File: config.mk
export PLATFORM = sky130hd
export DESIGN_NAME = ex_muldiv
export DESIGN_NICKNAME = d
export VERILOG_FILES = /design/src/rtl/ex_muldiv.sv
export SDC_FILE = /design/constraint.sdc
export NUM_CORES = 1
export LEC_CHECK = 0
export ABC_AREA = 0
export BUFFER_PORTS_ARGS = -buffer_cell sky130_fd_sc_hd__buf_2
export CORE_MARGIN = 2
export CORE_UTILIZATION = 45
export DETAILED_ROUTE_END_ITERATION = 6
export PLACE_DENSITY = 0.74
export SETUP_SLACK_MARGIN = 0.15
export SLEW_MARGIN = 5
export SYNTH_ARGS = -nofsm -noshare
export SYNTH_HDL_FRONTEND = slang
export SYNTH_SLANG_ARGS = --single-unit
File: constraint.sdc
create_clock -name clk -period 3.3 [get_ports clk]
set_input_delay 0 -clock clk [delete_from_list [all_inputs] [get_ports clk]]
set_output_delay 0 -clock clk [all_outputs]
set_load 0.01 [all_outputs]
File: src/rtl/ex_muldiv.sv
// ex_muldiv: iterative 32x32 multiply / 32/32 divide unit with architectural HI/LO.
// Fixed 34-cycle sequence: accept, 32 iterations, one fix-up/write cycle.
// Optional feature macro: MULDIV_SIGNED_EN enables MULT/DIV sign handling.
module ex_muldiv (
   input  logic        clk,
   input  logic        rst_n,
   input  logic        start,
   input  logic [1:0]  op,
   input  logic [31:0] opa,
   input  logic [31:0] opb,
   input  logic        hilo_rd,
   input  logic        wr_hi,
   input  logic        wr_lo,
   input  logic [31:0] wdata,
   output logic [31:0] hi,
   output logic [31:0] lo,
   output logic        busy,
   output logic        done,
   output logic        stall
);

   localparam int unsigned XLEN  = 32;
   localparam int unsigned CNT_W = 5;

   typedef enum logic [1:0] {IDLE, CALC, FIX} state_t;

   state_t            state, state_nx;
   logic [CNT_W-1:0]  cnt;
   logic              is_div;
   logic              neg_q, neg_r;
   logic [XLEN-1:0]   ma, mb;
   logic [2*XLEN-1:0] acc;

   logic [XLEN-1:0]   abs_a_c, abs_b_c;
   logic              neg_q_c, neg_r_c;
   logic [XLEN:0]     mul_sum_c, div_shift_c, div_diff_c;
   logic              q_bit_c;
   logic [2*XLEN-1:0] mul_res_c;
   logic [XLEN-1:0]   quo_c, rem_c;

`ifdef MULDIV_SIGNED_EN
   logic sa_c, sb_c;
   // Operand magnitudes and result-sign flags for signed ops
   assign sa_c    = op[0] & opa[XLEN-1];
   assign sb_c    = op[0] & opb[XLEN-1];
   assign abs_a_c = sa_c ? XLEN'(-opa) : opa;
   assign abs_b_c = sb_c ? XLEN'(-opb) : opb;
   // Divide by zero keeps the all-ones quotient regardless of dividend sign
   assign neg_q_c = (sa_c ^ sb_c) & (~op[1] | (opb != '0));
   assign neg_r_c = sa_c & op[1];
`else
   logic unused_op0;
   // Unsigned-only build: operands pass through raw
   assign abs_a_c    = opa;
   assign abs_b_c    = opb;
   assign neg_q_c    = 1'b0;
   assign neg_r_c    = 1'b0;
   assign unused_op0 = op[0];
`endif

   // Iteration datapath: shift-add for multiply, restoring subtract for divide
   assign mul_sum_c   = {1'b0, acc[2*XLEN-1:XLEN]} + {1'b0, (mb[0] ? ma : '0)};
   assign div_shift_c = {acc[2*XLEN-1:XLEN], ma[XLEN-1]};
   assign div_diff_c  = div_shift_c - {1'b0, mb};
   assign q_bit_c     = ~div_diff_c[XLEN];

   // Final sign correction
   assign mul_res_c = neg_q ? (2*XLEN)'(-acc) : acc;
   assign quo_c     = neg_q ? XLEN'(-acc[XLEN-1:0]) : acc[XLEN-1:0];
   assign rem_c     = neg_r ? XLEN'(-acc[2*XLEN-1:XLEN]) : acc[2*XLEN-1:XLEN];

   // Front-end hold while an HI/LO consumer or a new op meets a busy unit
   assign stall = busy & (hilo_rd | wr_hi | wr_lo | start);

   // State register
   always_ff @(posedge clk or negedge rst_n) begin
      if (!rst_n) state <= IDLE;
      else        state <= state_nx;
   end

   // Next-state logic
   always_comb begin
      state_nx = state;
      case (state)
         IDLE:    if (start) state_nx = CALC;
         CALC:    if (cnt == '0) state_nx = FIX;
         FIX:     state_nx = IDLE;
         default: state_nx = IDLE;
      endcase
   end

   // Operand latch, iteration counter and working register
   always_ff @(posedge clk or negedge rst_n) begin
      if (!rst_n) begin
         cnt    <= '0;
         is_div <= 1'b0;
         neg_q  <= 1'b0;
         neg_r  <= 1'b0;
         ma     <= '0;
         mb     <= '0;
         acc    <= '0;
      end else begin
         case (state)
            IDLE: if (start) begin
               cnt    <= CNT_W'(XLEN - 1);
               is_div <= op[1];
               neg_q  <= neg_q_c;
               neg_r  <= neg_r_c;
               ma     <= abs_a_c;
               mb     <= abs_b_c;
               acc    <= '0;
            end
            CALC: begin
               if (cnt != '0) cnt <= cnt - CNT_W'(1);
               if (is_div) begin
                  acc <= {(q_bit_c ? div_diff_c[XLEN-1:0] : div_shift_c[XLEN-1:0]),
                          acc[XLEN-2:0], q_bit_c};
                  ma  <= {ma[XLEN-2:0], 1'b0};
               end else begin
                  acc <= {mul_sum_c, acc[XLEN-1:1]};
                  mb  <= {1'b0, mb[XLEN-1:1]};
               end
            end
            default: ;
         endcase
      end
   end

   // Architectural HI/LO plus busy/done flags
   always_ff @(posedge clk or negedge rst_n) begin
      if (!rst_n) begin
         hi   <= '0;
         lo   <= '0;
         busy <= 1'b0;
         done <= 1'b0;
      end else begin
         busy <= (state_nx != IDLE);
         done <= (state == FIX);
         if (state == FIX) begin
            if (is_div) begin
               hi <= rem_c;
               lo <= quo_c;
            end else begin
               hi <= mul_res_c[2*XLEN-1:XLEN];
               lo <= mul_res_c[XLEN-1:0];
            end
         end else if (state == IDLE) begin
            if (wr_hi) hi <= wdata;
            if (wr_lo) lo <= wdata;
         end
      end
   end

endmodule
Word level (Yosys, flattened, before mapping)
Cells that the tools add are included.
{"block": "classes", "addsub": 3, "eq_ne": 6, "n_mux": 23, "bitwise": 5, "n_reduce_logical": 15}
{"op": "two-way mux 32 bit", "n": 12}
{"op": "two-way mux 64 bit", "n": 2}
{"op": "one-hot mux 32 bit (2 select lines)", "n": 2}
{"op": "one-hot mux 64 bit (2 select lines)", "n": 1}
{"op": "adder 32 x 32 -> 33 bit", "n": 1}
{"op": "subtractor 33 x 32 -> 33 bit", "n": 1}
{"op": "two-way mux 5 bit", "n": 2}
{"op": "one-hot mux 5 bit (2 select lines)", "n": 1}
{"op": "nonzero test 2 bit", "n": 5}
{"op": "AND reduction 3 bit", "n": 3}
{"op": "!= test 2 bit, second input constant", "n": 4}
{"op": "AND reduction 2 bit", "n": 4}
{"op": "zero test 5 bit", "n": 1}
{"op": "nonzero test 5 bit", "n": 1}
{"op": "subtractor 5 x 1 -> 5 bit, second input constant", "n": 1}
{"op": "two-way mux 2 bit", "n": 2}
{"op": "one-hot mux 2 bit (2 select lines)", "n": 1}
{"op": "OR 1 bit", "n": 3}
{"op": "equality test 2 x 1 -> 1 bit, second input constant", "n": 1}
{"op": "equality test 2 bit, second input constant", "n": 1}
{"op": "zero test 2 bit", "n": 1}
{"op": "AND 1 bit", "n": 1}
{"op": "NOT 1 bit", "n": 1}
{"block": "word_totals", "regBits": 202, "input_bits": 104, "out_inout_bits": 67}

Longest topological paths before layout
{"block": "depth", "depth_word": 4, "mapped_depth": 14, "mapped_depth_nobuf": 13}

Least setup slack after synthesis
Ideal clock, no wire load.
{"block": "synth_path", "path_kind": "register -> register", "from": "register mb[0]", "to": "register acc[61]", "setup_ns": 0.087, "arrival_ns": 2.984, "required_ns": 3.213, "slack_ns": 0.229, "path_stages_with_launch": 13, "n_path_buf": 1, "period_less_slack_ns": 3.071, "path_cell_list": "dfrtp_1 clkbuf_1 and2_1 ha_1 a21o_1 or3_1 o21a_1 o31a_1 a31o_2 a221oi_2 mux2i_1 nand2_1 a22oi_1"}
{"block": "synth_via", "elab_chain_cells": 4, "elab_cells_between_ends": 6, "cone_classes": "add/sub: 2; mux: 4"}
{"item": "start, declared", "line_no": "31", "source": "logic [XLEN-1:0] ma, mb;"}
{"item": "start signal, assigned", "line_no": "110", "source": "mb <= abs_b_c;"}
{"item": "start signal, assigned", "line_no": "121", "source": "mb <= {1'b0, mb[XLEN-1:1]};"}
{"item": "subtractor 33 x 32 -> 33 bit / two-way mux 32 bit (equally long branches)", "line_no": "64, 62"}
{"item": "two-way mux 32 bit / adder 32 x 32 -> 33 bit (equally long branches)", "line_no": "116, 62"}
{"item": "two-way mux 64 bit (*)", "line_no": "115", "source": "if (is_div) begin"}
{"item": "one-hot mux 64 bit (2 select lines) (*)", "line_no": "103", "source": "case (state)"}
{"item": "end signal, assigned", "line_no": "116", "source": "acc <= {(q_bit_c ? div_diff_c[XLEN-1:0] : div_shift_c[XLEN-1:0]),"}
{"item": "end signal, assigned", "line_no": "120", "source": "acc <= {mul_sum_c, acc[XLEN-1:1]};"}
{"item": "end, declared", "line_no": "32", "source": "logic [2*XLEN-1:0] acc;"}
Every way passes the cells marked *; elsewhere a longest branch is shown, timed or not.
A chain may end at the register's enable or synchronous reset.

Final worst setup path
{"block": "layout_path", "from": "register mb[0]", "to": "register acc[57]"}
The elaborated chain is that of the path after synthesis.

==> summary.md <==
| Metric | Value |
|---|---|
| Synth top area cells | dfrtp_1 39%, o21ai_0 6.7%, mux2i_1 6.4%, ha_1 6.3%, nand2_1 6.2% |
| Fraction of registers with async set/reset | 1.000 |
| CP cell instances | buf_12, clkbuf_4, buf_4, and2_1, ha_4, o21ai_1, o21a_1, a221oi_1, o21ai_1, a31oi_2, buf_4, nand3_1, a21boi_0, o32a_1, o211ai_1 |
| Peak VDD IR | 0.5562 mV |
| CP max-delay cell | dfrtp_2 |
| Post-synth EDFFs | 0 |
| DIE HEIGHT | 174.0 um |
| FF-to-FF setup slack | 30 ps |
| Post-route cell area | 17330 um^2 |
| Int Power | 11.04 mW |
| Clock Skew | 10.43 ps |
| Slew Limit Fails | 0 |
| Largest fanout on the critical path | 6 |
| CP max stage delay | 430 ps |
| RSZ-0062 raised after global routing | true |
| Syn Nets | 1682 |
| Slew of the pin with the lowest slew margin | 798.5 ps |
| WL/cell | 18.50 um |
| Final Util | 0.6071 |
| Seq/Total Area, Yosys | 0.3886 |
| Routed vias | 12740 |
| Dpl cell area | 14780 um^2 |
| Setup violators final | 0 |
| Ant. Diodes | 0 |
| Core area | 28550 um^2 |
| Cell area after synthesis | 13010 um^2 |
| Vias/cell | 5.704 |
| NetSw | 9.503 mW |
| Number of synthesized register bits | 202 |
| Buf/Inv on CP | 4 |
| Number of I/O port buffers | 169 |
| CTS tree | built |
| DIE AREA | 30280 um^2 |
| Upper clock frequency limit | 0.3059 GHz |
| First-pass iteration count of the detailed router | 5 |
| GRT overflow | 0 |
| Top cell type's share of synthesized area | 0.3886 |
| Area Growth Syn to Fin | 33.24% |
| Crit-path leading delay family | compound AO/OA/AOI/OAI gates |
| Clock-pin slew on the worst setup and hold paths | 60 ps |
| Crit path time final | 3269 ps |
| Critical Path Source Type | flop |
| Pwr Total | 20.54 mW |
| CTS Root Cell | clkbuf_16 |
| GP Congestion | 0.9299 |
| Sw frac | 0.4626 |
| Worst EP arrival | 3660 ps |
| DR DRC count | 0 |
| CP Class | flop to flop |
| Post-layout nets | 2004 |
| Power Density | 1185 nW/um^2 |
| Sink Count | 202 |
| Worst Path Required | 3700 ps |
| Most common library cells after synthesis | 214 x nand2_1, 202 x dfrtp_1, 173 x o21ai_0 |
| Status | finished clean |
| Sequential share of power | 0.239 |
| Cell taking the most area after synthesis | dfrtp_1 |
| Starting Density | 0.4556 |
| Slew HR | 0.4676 |
| CTS Buffer Depth | 3 |
| Synth cell types | 81 |
| Cell Rows | 62 |
| I/O Pins | 171 |
| Total track usage | 0.2610 |
| Antenna viol nets, final | 0 |
| Synthesized area per cell | 8.614 um^2 |
| P_leak | 8.293 nW |
| Syn Inst Count | 1510 |
| Critical Path Sink Type | flop |
| Die Wd | 174.0 um |
| Vias in the first global route | 12130 |
| Logic pwr share | 0.630 |
| Setup ws final | 30.69 ps |
| Starting DRT DRC Count | 1188 |
| WL final | 41300 um |
| Fin crit share | 0.9907 |
| First-pass GRT wire length | 64140 um |
| Largest net degree at the start of global routing | 98 |
| Max cap viols | 0 |
| Share of cells above drive strength 1 | 0.2282 |
| Pre-CTS WS | 20.90 ps |
| Ys Warns | 0 |
| Hold Vio Cnt, Final | 0 |
| Worst Hold Class | input pin to flop |
| Clock latency on the worst-skew pair | 530 ps |
| H-Tree Depth | 1 |
| Top-count cell post-synth | nand2_1 |
| Initial antenna violation count | 0 |
| Clk pwr share | 0.130 |
| Ys flop type | dfrtp_1 |
| Cts bufs inserted | 24 |
| Detail Placement HPWL | 28310 um |
| Setup total negative slack | 0 ps |
-- worst min-delay path, cell delays in order --
cell     delay, ps
buf_2          120
nand2_1         80
nand2_2        190
a31oi_1        130
-- power groups by stage --
stage | logic (mW) | clock network (mW) | registers (mW)
after floorplan | 7.80 | 0 | 4.67
after global placement | 11.1 | 0 | 4.82
after detailed placement | 11.3 | 0 | 4.88
after CTS | 11.6 | 2.72 | 4.84
after global routing | 14.1 | 2.83 | 5.06
final | 12.9 | 2.68 | 4.92
-- logic make-up after synthesis --
logic type / synth area share
AOI/OAI and AO/OA: 0.2357
buffers and inverters: 0.04290
and+or+nand+nor: 0.1680
adders and majority gates: 0.06656
xor gates and xnor gates: 0.03434
DFF: 0.3886
muxes: 0.06387
-- sequential cells by signal, indices dropped and copies added, names as in the netlist --
name / flops
busy: 1
done: 1
hi: 32
ma: 32
acc: 64
is_div: 1
cnt: 5
state: 2
mb: 32
lo: 32
-- final timing paths --
kind | start | endpoint | depth (start not counted)
worst max-delay path | mb[0]$_DFFE_PN0P_ | acc[57]$_DFFE_PN0P_ | 15
worst min-delay path | start | mb[0]$_DFFE_PN0P_ | 4
worst max register to register | mb[0]$_DFFE_PN0P_ | acc[57]$_DFFE_PN0P_ | 15
worst min register to register | lo[27]$_DFFE_PN0P_ | lo[27]$_DFFE_PN0P_ | 2
max in group asynchronous | rst_n | acc[46]$_DFFE_PN0P_ | 3
min in group asynchronous | rst_n | lo[10]$_DFFE_PN0P_ | 2
-- per-layer routing --
layer  vias up  global-route usage  share of wire
met3        71             0.03850          0.068
met5         -                   0              0
li1       6044                   -              -
met4         0             0.05882          0.023
met1      6131              0.3738           0.45
met2       491              0.4192           0.45
-- stage by stage --
stage / std cells / hold slack, ps
after floorplan: 1510 / -295.6
after global placement: 2066 / 98.91
after detailed placement: 2066 / 104.8
after CTS: 2214 / 14.64
after global routing: 2233 / 74.71
final: 2233 / 30.29
-- what timing repair did --
action                                 in CTS  in global routing
buffers inserted                            2                 16
endpoints found under the hold margin     212                  0
gates cloned                                0                  3
pin swaps                                   9                 44
resized for setup                           9                 98
setup endpoints to repair                  14                 32
hold buffers                              103                  0
-- placed cells by master (no fill, tap or decap), drive strengths merged, types with 7 or more instances in the layout --
cell type / synthesis / final
and3: 8 / 8
buf: 13 / 276
nand2: 214 / 214
o211ai: 14 / 14
o21a: 13 / 13
nand2b: 9 / 9
inv: 49 / 49
xor2: 21 / 21
mux2i: 83 / 83
xnor2: 30 / 30
a21oi: 115 / 115
o21ai: 193 / 193
nor2b: 41 / 41
nand3: 52 / 52
a31oi: 40 / 40
ha: 66 / 66
dlygate4sd3: 0 / 103
dfrtp: 202 / 202
nor3: 15 / 15
a21boi: 7 / 7
a22oi: 18 / 18
a211oi: 8 / 8
nor2: 73 / 73
clkbuf: 75 / 40
o21bai: 8 / 8
a21o: 29 / 29
and2: 34 / 34
-- area by class of cell --
class | count | area (um^2)
Fill cell | 2437 | 11220
Multi-Input combinational cell | 1171 | 7955
Sequential cell | 202 | 5060
Timing Repair Buffer | 383 | 2839
Clock buffer | 36 | 735.7
Tap cell | 384 | 480.5
Inverter | 50 | 187.7
Clock inverter | 7 | 73.82
Note: power is estimated with default switching activity, not from simulation.
